$ cat config.mk
export PLATFORM = sky130hd
export DESIGN_NAME = tdc_core
export DESIGN_NICKNAME = d
export VERILOG_FILES = /design/src/rtl/tdc_core_pkg.sv /design/src/rtl/tdc_core_deser.sv /design/src/rtl/tdc_core.sv
export SDC_FILE = /design/constraint.sdc
export NUM_CORES = 1
export LEC_CHECK = 0
export ABC_CLOCK_PERIOD_IN_PS = 27800
export CAP_MARGIN = 25
export CORE_MARGIN = 2
export CORE_UTILIZATION = 45
export DETAILED_ROUTE_END_ITERATION = 16
export PLACE_DENSITY_LB_ADDON = 0.15
export SLEW_MARGIN = 20
export SYNTH_ARGS = -nofsm -noshare
export SYNTH_HDL_FRONTEND = slang
export SYNTH_HIERARCHICAL = 1
export SYNTH_SLANG_ARGS = --single-unit
$ cat constraint.sdc
create_clock -name lclk_i -period 27.8 [get_ports lclk_i]
set_clock_uncertainty 0.15 [all_clocks]
set_input_delay 6.95 -clock lclk_i [delete_from_list [all_inputs] [get_ports lclk_i]]
set_output_delay 6.95 -clock lclk_i [all_outputs]
set_load 0.02 [all_outputs]
$ cat src/rtl/tdc_core_pkg.sv
// Shared constants for the TDC event core: record field offsets, filter
// command encodings and the default global-counter width.
package tdc_core_pkg;

    localparam int GC_W_DEF  = 48;
    localparam int WORD_W    = 32;
    localparam int TDATA_W   = 128;

    localparam int TS_LSB    = 0;
    localparam int TS_W      = 48;
    localparam int STOP_LSB  = 64;
    localparam int STOP_W    = 28;
    localparam int IDX_LSB   = 92;
    localparam int IDX_W     = 4;
    localparam int CLICK_LSB = 96;
    localparam int CLICK_W   = 2;

    typedef enum logic [2:0] {
        CMD_ALL     = 3'd0,
        CMD_GATE0   = 3'd1,
        CMD_GATE1   = 3'd2,
        CMD_EITHER  = 3'd3,
        CMD_ALL_ALT = 3'd4
    } cmd_e;

    // Codes 5..7 deliberately reject every record.
    function automatic logic cmd_pass(input logic [2:0] cmd, input logic [1:0] click);
        case (cmd)
            CMD_ALL, CMD_ALL_ALT: cmd_pass = 1'b1;
            CMD_GATE0:            cmd_pass = click[0];
            CMD_GATE1:            cmd_pass = click[1];
            CMD_EITHER:           cmd_pass = |click;
            default:              cmd_pass = 1'b0;
        endcase
    endfunction

endpackage

$ cat src/rtl/tdc_core_deser.sv
// Serial-word receiver: a rising frame edge starts a word whose first bit is
// the MSB; after i_len bits the right-aligned word is strobed for one cycle.
module tdc_core_deser
    import tdc_core_pkg::*;
(
    input  logic              i_clk,
    input  logic              i_rst,
    input  logic              i_enable,
    input  logic [5:0]        i_len,
    input  logic              i_frame,
    input  logic              i_sdi,
    output logic [WORD_W-1:0] o_data,
    output logic              o_valid
);

    logic              r_frame_q;
    logic              r_busy;
    logic [5:0]        r_cnt;
    logic [WORD_W-2:0] r_shift;
    logic [WORD_W-1:0] r_data;
    logic              r_valid;

    logic              w_start;
    logic              w_take;
    logic              w_done;
    logic [5:0]        w_cnt_nxt;
    logic [WORD_W-1:0] w_shift_nxt;

    // Frame edges seen while busy are ignored; the word runs to its length.
    assign w_start     = i_frame & ~r_frame_q;
    assign w_take      = i_enable & (r_busy | w_start);
    assign w_shift_nxt = r_busy ? {r_shift, i_sdi} : {{(WORD_W-1){1'b0}}, i_sdi};
    assign w_cnt_nxt   = (r_busy ? r_cnt : 6'd0) + 6'd1;
    assign w_done      = w_take & (w_cnt_nxt >= i_len);

    always_ff @(posedge i_clk or posedge i_rst) begin
        if (i_rst) begin
            r_frame_q <= 1'b1;
            r_busy    <= 1'b0;
            r_cnt     <= '0;
            r_shift   <= '0;
            r_data    <= '0;
            r_valid   <= 1'b0;
        end else begin
            r_frame_q <= i_frame;
            r_valid   <= w_done;
            if (!i_enable) begin
                r_busy <= 1'b0;
                r_cnt  <= '0;
            end else if (w_take) begin
                r_shift <= w_shift_nxt[WORD_W-2:0];
                if (w_done) begin
                    r_busy <= 1'b0;
                    r_cnt  <= '0;
                    r_data <= w_shift_nxt;
                end else begin
                    r_busy <= 1'b1;
                    r_cnt  <= w_cnt_nxt;
                end
            end
        end
    end

    assign o_data  = r_data;
    assign o_valid = r_valid;

endmodule

$ cat src/rtl/tdc_core.sv
// TDC event core: deserializes TDC words, timestamps, gates, filters and emits
// 128-bit records on an AXI-Stream style port. Gate logic needs TDC_CORE_GATE_EN.
module tdc_core
    import tdc_core_pkg::*;
#(
    parameter int GC_W = GC_W_DEF
) (
    input  logic                lclk_i,
    input  logic                lrst_i,
    input  logic                sr_enable,
    input  logic [15:0]         sr_index_stop_bitwise_i,
    input  logic                frame_i,
    input  logic                sdi_i,
    input  logic                sr_start_gc_i,
    input  logic                gc_rst,
    input  logic [15:0]         sr_shift_tdc_time_i,
    input  logic [15:0]         sr_shift_gc_back_i,
    input  logic [31:0]         sr_gate0_i,
    input  logic [31:0]         sr_gate1_i,
    input  logic [2:0]          sr_command_i,
    input  logic                sr_command_count,
    output logic [TDATA_W-1:0]  m_axis_tdata,
    output logic                m_axis_tvalid,
    input  logic                m_axis_tready,
    output logic [3:0]          m_axis_tuser,
    output logic [15:0]         sr_total_count_o,
    output logic [WORD_W-1:0]   debug_tdc_data,
    output logic                debug_tdc_valid,
    output logic [GC_W-1:0]     gc
);

    logic [2:0]         w_iw;
    logic [4:0]         w_sw;
    logic [5:0]         w_len;
    logic [WORD_W-1:0]  w_word;
    logic               w_word_valid;
    logic [WORD_W-1:0]  w_stop_mask;
    logic [WORD_W-1:0]  w_stop_adj;
    logic [WORD_W-1:0]  w_index;
    logic [1:0]         w_click;
    logic               w_pass;
    logic [GC_W-1:0]    w_ts;
    logic [TS_W-1:0]    w_ts48;
    logic [TDATA_W-1:0] w_rec;
    logic               w_fire;
    logic               w_free;
    logic               w_unused;

    logic [GC_W-1:0]    r_gc;
    logic               r_s1_valid;
    logic [GC_W-1:0]    r_s1_ts;
    logic [STOP_W-1:0]  r_s1_stop;
    logic [IDX_W-1:0]   r_s1_idx;
    logic [1:0]         r_s1_click;
    logic               r_tvalid;
    logic [TDATA_W-1:0] r_tdata;
    logic [3:0]         r_tuser;
    logic               r_win_q;
    logic [15:0]        r_count;
    logic [15:0]        r_total;

    assign w_iw  = sr_index_stop_bitwise_i[2:0];
    assign w_sw  = sr_index_stop_bitwise_i[12:8];
    assign w_len = {3'd0, w_iw} + {1'b0, w_sw};

    tdc_core_deser u_deser (
        .i_clk    (lclk_i),
        .i_rst    (lrst_i),
        .i_enable (sr_enable),
        .i_len    (w_len),
        .i_frame  (frame_i),
        .i_sdi    (sdi_i),
        .o_data   (w_word),
        .o_valid  (w_word_valid)
    );

    assign w_stop_mask = (32'd1 << w_sw) - 32'd1;
    assign w_stop_adj  = ((w_word & w_stop_mask) + {16'd0, sr_shift_tdc_time_i}) & w_stop_mask;
    assign w_index     = w_word >> w_sw;
    assign w_ts        = r_gc - GC_W'(sr_shift_gc_back_i);

`ifdef TDC_CORE_GATE_EN
    assign w_click[0] = (sr_gate0_i[15:0] <= w_stop_adj[15:0]) && (w_stop_adj[15:0] <= sr_gate0_i[31:16]);
    assign w_click[1] = (sr_gate1_i[15:0] <= w_stop_adj[15:0]) && (w_stop_adj[15:0] <= sr_gate1_i[31:16]);
    assign w_unused   = ^{sr_index_stop_bitwise_i[15:13], sr_index_stop_bitwise_i[7:3],
                          w_stop_adj[31:28], w_index[31:4]};
`else
    assign w_click  = 2'b11;
    assign w_unused = ^{sr_index_stop_bitwise_i[15:13], sr_index_stop_bitwise_i[7:3],
                        w_stop_adj[31:28], w_index[31:4], sr_gate0_i, sr_gate1_i};
`endif

    assign w_pass = cmd_pass(sr_command_i, w_click);

    always_ff @(posedge lclk_i or posedge lrst_i) begin
        if (lrst_i) begin
            r_gc <= '0;
        end else if (gc_rst) begin
            r_gc <= '0;
        end else if (sr_start_gc_i) begin
            r_gc <= r_gc + 1'b1;
        end
    end

    always_ff @(posedge lclk_i or posedge lrst_i) begin
        if (lrst_i) begin
            r_s1_valid <= 1'b0;
            r_s1_ts    <= '0;
            r_s1_stop  <= '0;
            r_s1_idx   <= '0;
            r_s1_click <= '0;
        end else begin
            r_s1_valid <= w_word_valid & w_pass;
            if (w_word_valid) begin
                r_s1_ts    <= w_ts;
                r_s1_stop  <= w_stop_adj[STOP_W-1:0];
                r_s1_idx   <= w_index[IDX_W-1:0];
                r_s1_click <= w_click;
            end
        end
    end

    generate
        if (GC_W >= TS_W) begin : g_ts_trunc
            assign w_ts48 = r_s1_ts[TS_W-1:0];
        end else begin : g_ts_ext
            assign w_ts48 = {{(TS_W-GC_W){1'b0}}, r_s1_ts};
        end
    endgenerate

    always_comb begin
        w_rec = '0;
        w_rec[TS_LSB +: TS_W]       = w_ts48;
        w_rec[STOP_LSB +: STOP_W]   = r_s1_stop;
        w_rec[IDX_LSB +: IDX_W]     = r_s1_idx;
        w_rec[CLICK_LSB +: CLICK_W] = r_s1_click;
    end

    // m_axis: a record transfers on a rising edge with tvalid and tready both
    // high; while tvalid is high and tready low, tdata/tuser/tvalid hold and
    // any newly arriving record is dropped.
    assign w_fire = r_tvalid & m_axis_tready;
    assign w_free = ~r_tvalid | m_axis_tready;

    always_ff @(posedge lclk_i or posedge lrst_i) begin
        if (lrst_i) begin
            r_tvalid <= 1'b0;
            r_tdata  <= '0;
            r_tuser  <= '0;
        end else if (r_s1_valid && w_free) begin
            r_tvalid <= 1'b1;
            r_tdata  <= w_rec;
            r_tuser  <= r_s1_idx;
        end else if (w_fire) begin
            r_tvalid <= 1'b0;
        end
    end

    // Count window: records transferred while high; the falling edge publishes.
    always_ff @(posedge lclk_i or posedge lrst_i) begin
        if (lrst_i) begin
            r_win_q <= 1'b0;
            r_count <= '0;
            r_total <= '0;
        end else begin
            r_win_q <= sr_command_count;
            if (r_win_q && !sr_command_count) begin
                r_total <= r_count;
                r_count <= '0;
            end else if (sr_command_count && w_fire && (r_count != 16'hFFFF)) begin
                r_count <= r_count + 16'd1;
            end
        end
    end

    assign m_axis_tdata     = r_tdata;
    assign m_axis_tvalid    = r_tvalid;
    assign m_axis_tuser     = r_tuser;
    assign sr_total_count_o = r_total;
    assign debug_tdc_data   = w_word;
    assign debug_tdc_valid  = w_word_valid;
    assign gc               = r_gc;

endmodule

==> metrics <==
Post-Syn Area=17600 um2; Least-Margin Pin Slew=1.03 ns; synth-to-layout area growth=22.1%; PortBufs=235; Total Power=1.30 mW; Row Count=72; outcome=completed; post-CTS resize count=0; DR pass1 iterations=5; Worst setup EP type=register; final WL=45600 um; cell count after synthesis=1715; Initial Util=0.456; ratio of cells with drive above 1 in the final layout=0.122; Ys Warns=6; DR iter-0 viols=about 700; Die X=202 um; Critical Path RT=28.08 ns; maximum VDD drop=~0.042 mV; first-pass GRT wire length=73400 um; GRT overflow=0; switching part of the total power=0.274; NetSw=~0.36 mW; Tmin final=11.58 ns; Net count, final=2068; RD Place Congestion=0.850; CTS Sinks=~320; Placed Area=roughly 20000 um2; async set-reset flop share out of synthesis=1.00; Final Max Tran Viols=0; largest net degree at the start of global routing=90; CTS Root Buffer Type=clkbuf_16; CTS tree=yes; clock latency on the worst-skew pair=between 0.5 and 0.6 ns; critical path class=primary input to register; Unique masters post-synth=88; initial antenna violation count=0; Internal=roughly 0.95 mW; Lkg Pwr=9.33 nW; Vias per Instance=between 5 and 6; # hold bufs at CTS=0; Rel. slew slack=0.311; via count=approximately 14000; H-tree levels=2; PwrDens=60.6 nW/um2; Hold Crit Class=register to register; CP arrival=11.85 ns; worst-path maximum fanout=40; Ant. Diodes=0; clock share of power=0.389; Reg clk slew, reported paths=0.06 ns; Filler cells=between 3000 and 4000; num ports=between 300 and 400; FF+latch count, synth=317; Die ar.=40800 um2; ys flop type=dfrtp_1; Design Area, Final=21500 um2; vias in the first global route=13525; Startpoint Class=primary input; DP HPWL=between 30000 and 40000 um; Tcrit/Tclk final=0.416; Reg power frac=0.424; CTS max path bufs=3; Comb power frac=0.187; TritonCTS Buffers=37; endpoints failing setup=0; reg2reg setup slack=between 20 and 25 ns; overall routing resource usage=0.223; Avg WL per Cell=approximately 19 um; sequential area share after synthesis=0.450; Peak Freq=86.4 MHz; post-CTS setup repair buffer count=0; Die H=202 um; DRC Markers=0; RSZ-0062 raised after global routing=no; Placeable Area=38600 um2; Routed Antenna Nets=0; Final Hold Viols=0; number of synthesized flops with an enable pin=0; setup TNS=0 ns; maxcap violations=0; Synth Area per Inst=roughly 10 um2
-- worst max-delay path: stages --
cell and delay, ns:
clkdlybuf4s50_1 0.41, buf_4 0.26, or2_2 0.41, or3_1 0.43, ha_1 0.28, buf_6 0.20
nor3_1 0.25, a21boi_0 0.13, o21ai_0 0.30, and2_1 0.20, ha_1 0.27, a21oi_1 0.19
o21ai_0 0.16, a311o_1 0.38, o211ai_1 0.49, nor2b_1 0.12, xor2_1 0.16, a41o_1 0.25
-- power groups by stage --
stage,Combinational (mW),Clock (mW),Sequential [mW]
finish,0.244,0.507,0.553
global route,0.265,0.539,0.561
CTS,0.245,0.520,0.554
detailed placement,0.244,0,0.562
global placement,0.240,0,0.560
floorplan,0.131,0,0.581
-- Yosys cell counts (5+ instances only) --
cell,count,share of area
and2_1,24,0.0085
buf_1,12,0.0026
o2111a_1,32,0.020
nor4_1,13,0.0046
nand2_1,151,0.032
a21o_1,10,0.0043
xnor2_1,61,0.030
ha_1,45,0.032
nor4b_1,7,0.0035
o2bb2ai_1,18,0.0089
o211ai_1,13,0.0055
a31oi_1,6,0.0021
a221o_1,31,0.018
dfrtp_1,316,0.45
or2_2,6,0.0021
nand2b_1,10,0.0035
inv_1,47,0.010
o31ai_1,7,0.0030
clkbuf_1,69,0.015
and3_1,20,0.0071
o21a_1,13,0.0055
a21oi_1,79,0.022
buf_4,51,0.022
nor3_1,24,0.0068
nor4_2,5,0.0035
a211oi_1,10,0.0043
mux2_2,98,0.063
nand4_1,33,0.012
buf_2,27,0.0077
nor2_1,144,0.031
mux2i_1,18,0.010
xor2_1,61,0.030
or3_1,13,0.0046
o21ai_0,49,0.014
and4_1,9,0.0045
o22ai_1,5,0.0018
mux4_2,17,0.022
nor2b_1,15,0.0053
nand3_1,41,0.012
a22o_1,39,0.019
-- cell usage in the layout, fill, tap and decap left out, drive strengths merged, types with 34 or more instances in the layout --
cell	count
dfrtp	316
nand2	152
clkbuf	51
clkdlybuf4s50	232
nand4	34
o21ai	50
inv	50
ha	45
a22o	39
xor2	61
xnor2	61
mux2	98
conb	46
nand3	41
nor2	144
a21oi	81
-- cells by family (layout without fill, tap and decap cells) --
logic type / Yosys count / after routing / synth area share
mux: 133 / 133 / 0.0946
compound gates: 350 / 350 / 0.150
buf+inv: 210 / 372 / 0.0580
simple gates: 534 / 534 / 0.151
xor+xnor: 122 / 122 / 0.0606
fa+ha+maj: 48 / 48 / 0.0354
other cells: 1 / 46 / 0.000213
flops: 317 / 317 / 0.450
-- final timing paths --
| path | start | endpoint | depth (start not counted) |
|---|---|---|---|
| worst max-delay path | sr_index_stop_bitwise_i[12] | r_s1_stop[19]$_DFFE_PP0P_ | 18 |
| worst min register to register | sr_total_count_o[4]$_DFFE_PP0P_ | sr_total_count_o[4]$_DFFE_PP0P_ | 2 |
| min in group asynchronous | lrst_i | r_s1_ts[44]$_DFFE_PP0P_ | 2 |
| worst min-delay path | sr_total_count_o[4]$_DFFE_PP0P_ | sr_total_count_o[4]$_DFFE_PP0P_ | 2 |
| max in group asynchronous | lrst_i | sr_total_count_o[6]$_DFFE_PP0P_ | 5 |
| worst max register to register | u_deser/r_busy$_DFFE_PP0P_ | u_deser/o_data[10]$_DFFE_PP0P_ | 12 |
-- area by class of cell --
class	instances	area, um2	area share
clock inverter	14	183	0.00849
clock buffer	51	1090	0.0507
inverter	49	191	0.00890
sequential	317	7940	0.369
timing repair buffer	258	2580	0.120
multi-input combinational	1233	8880	0.413
tap	518	648	0.0301
-- registers in the layout, indices dropped and copies added (netlist names), 3 cells and up --
| register | flops |
|---|---|
| u_deser/o_data | 32 |
| u_deser/r_shift | 31 |
| r_s1_stop | 28 |
| r_s1_idx | 4 |
| r_s1_ts | 48 |
| sr_total_count_o | 16 |
| r_count | 16 |
| u_deser/r_cnt | 6 |
| gc | 48 |
| m_axis_tuser | 3 |
| m_axis_tdata | 78 |
-- per-stage QoR --
| step | util | worst slack, ns | hold slack, ns | cells |
|---|---|---|---|---|
| 2_1_floorplan | - | 13.97 | 0.283 | 1760 |
| 3_3_place_gp | 0.521 | 15.60 | 0.303 | 2370 |
| 3_5_place_dp | 0.522 | 15.52 | 0.308 | 2372 |
| 4_1_cts | 0.555 | 16.11 | 0.328 | 2437 |
| 5_1_grt | 0.557 | 15.91 | 0.337 | 2440 |
| 6_report | 0.557 | 16.22 | 0.322 | 2440 |
-- per-layer routing --
layer  vias up  global-route usage  share of wire
met5         -                   0              0
met1      6785               0.304           0.45
met3        79              0.0455          0.053
met2       347               0.357           0.46
li1       6480                   -              -
met4         0              0.0735          0.029
(Power assumes the default switching activity.)
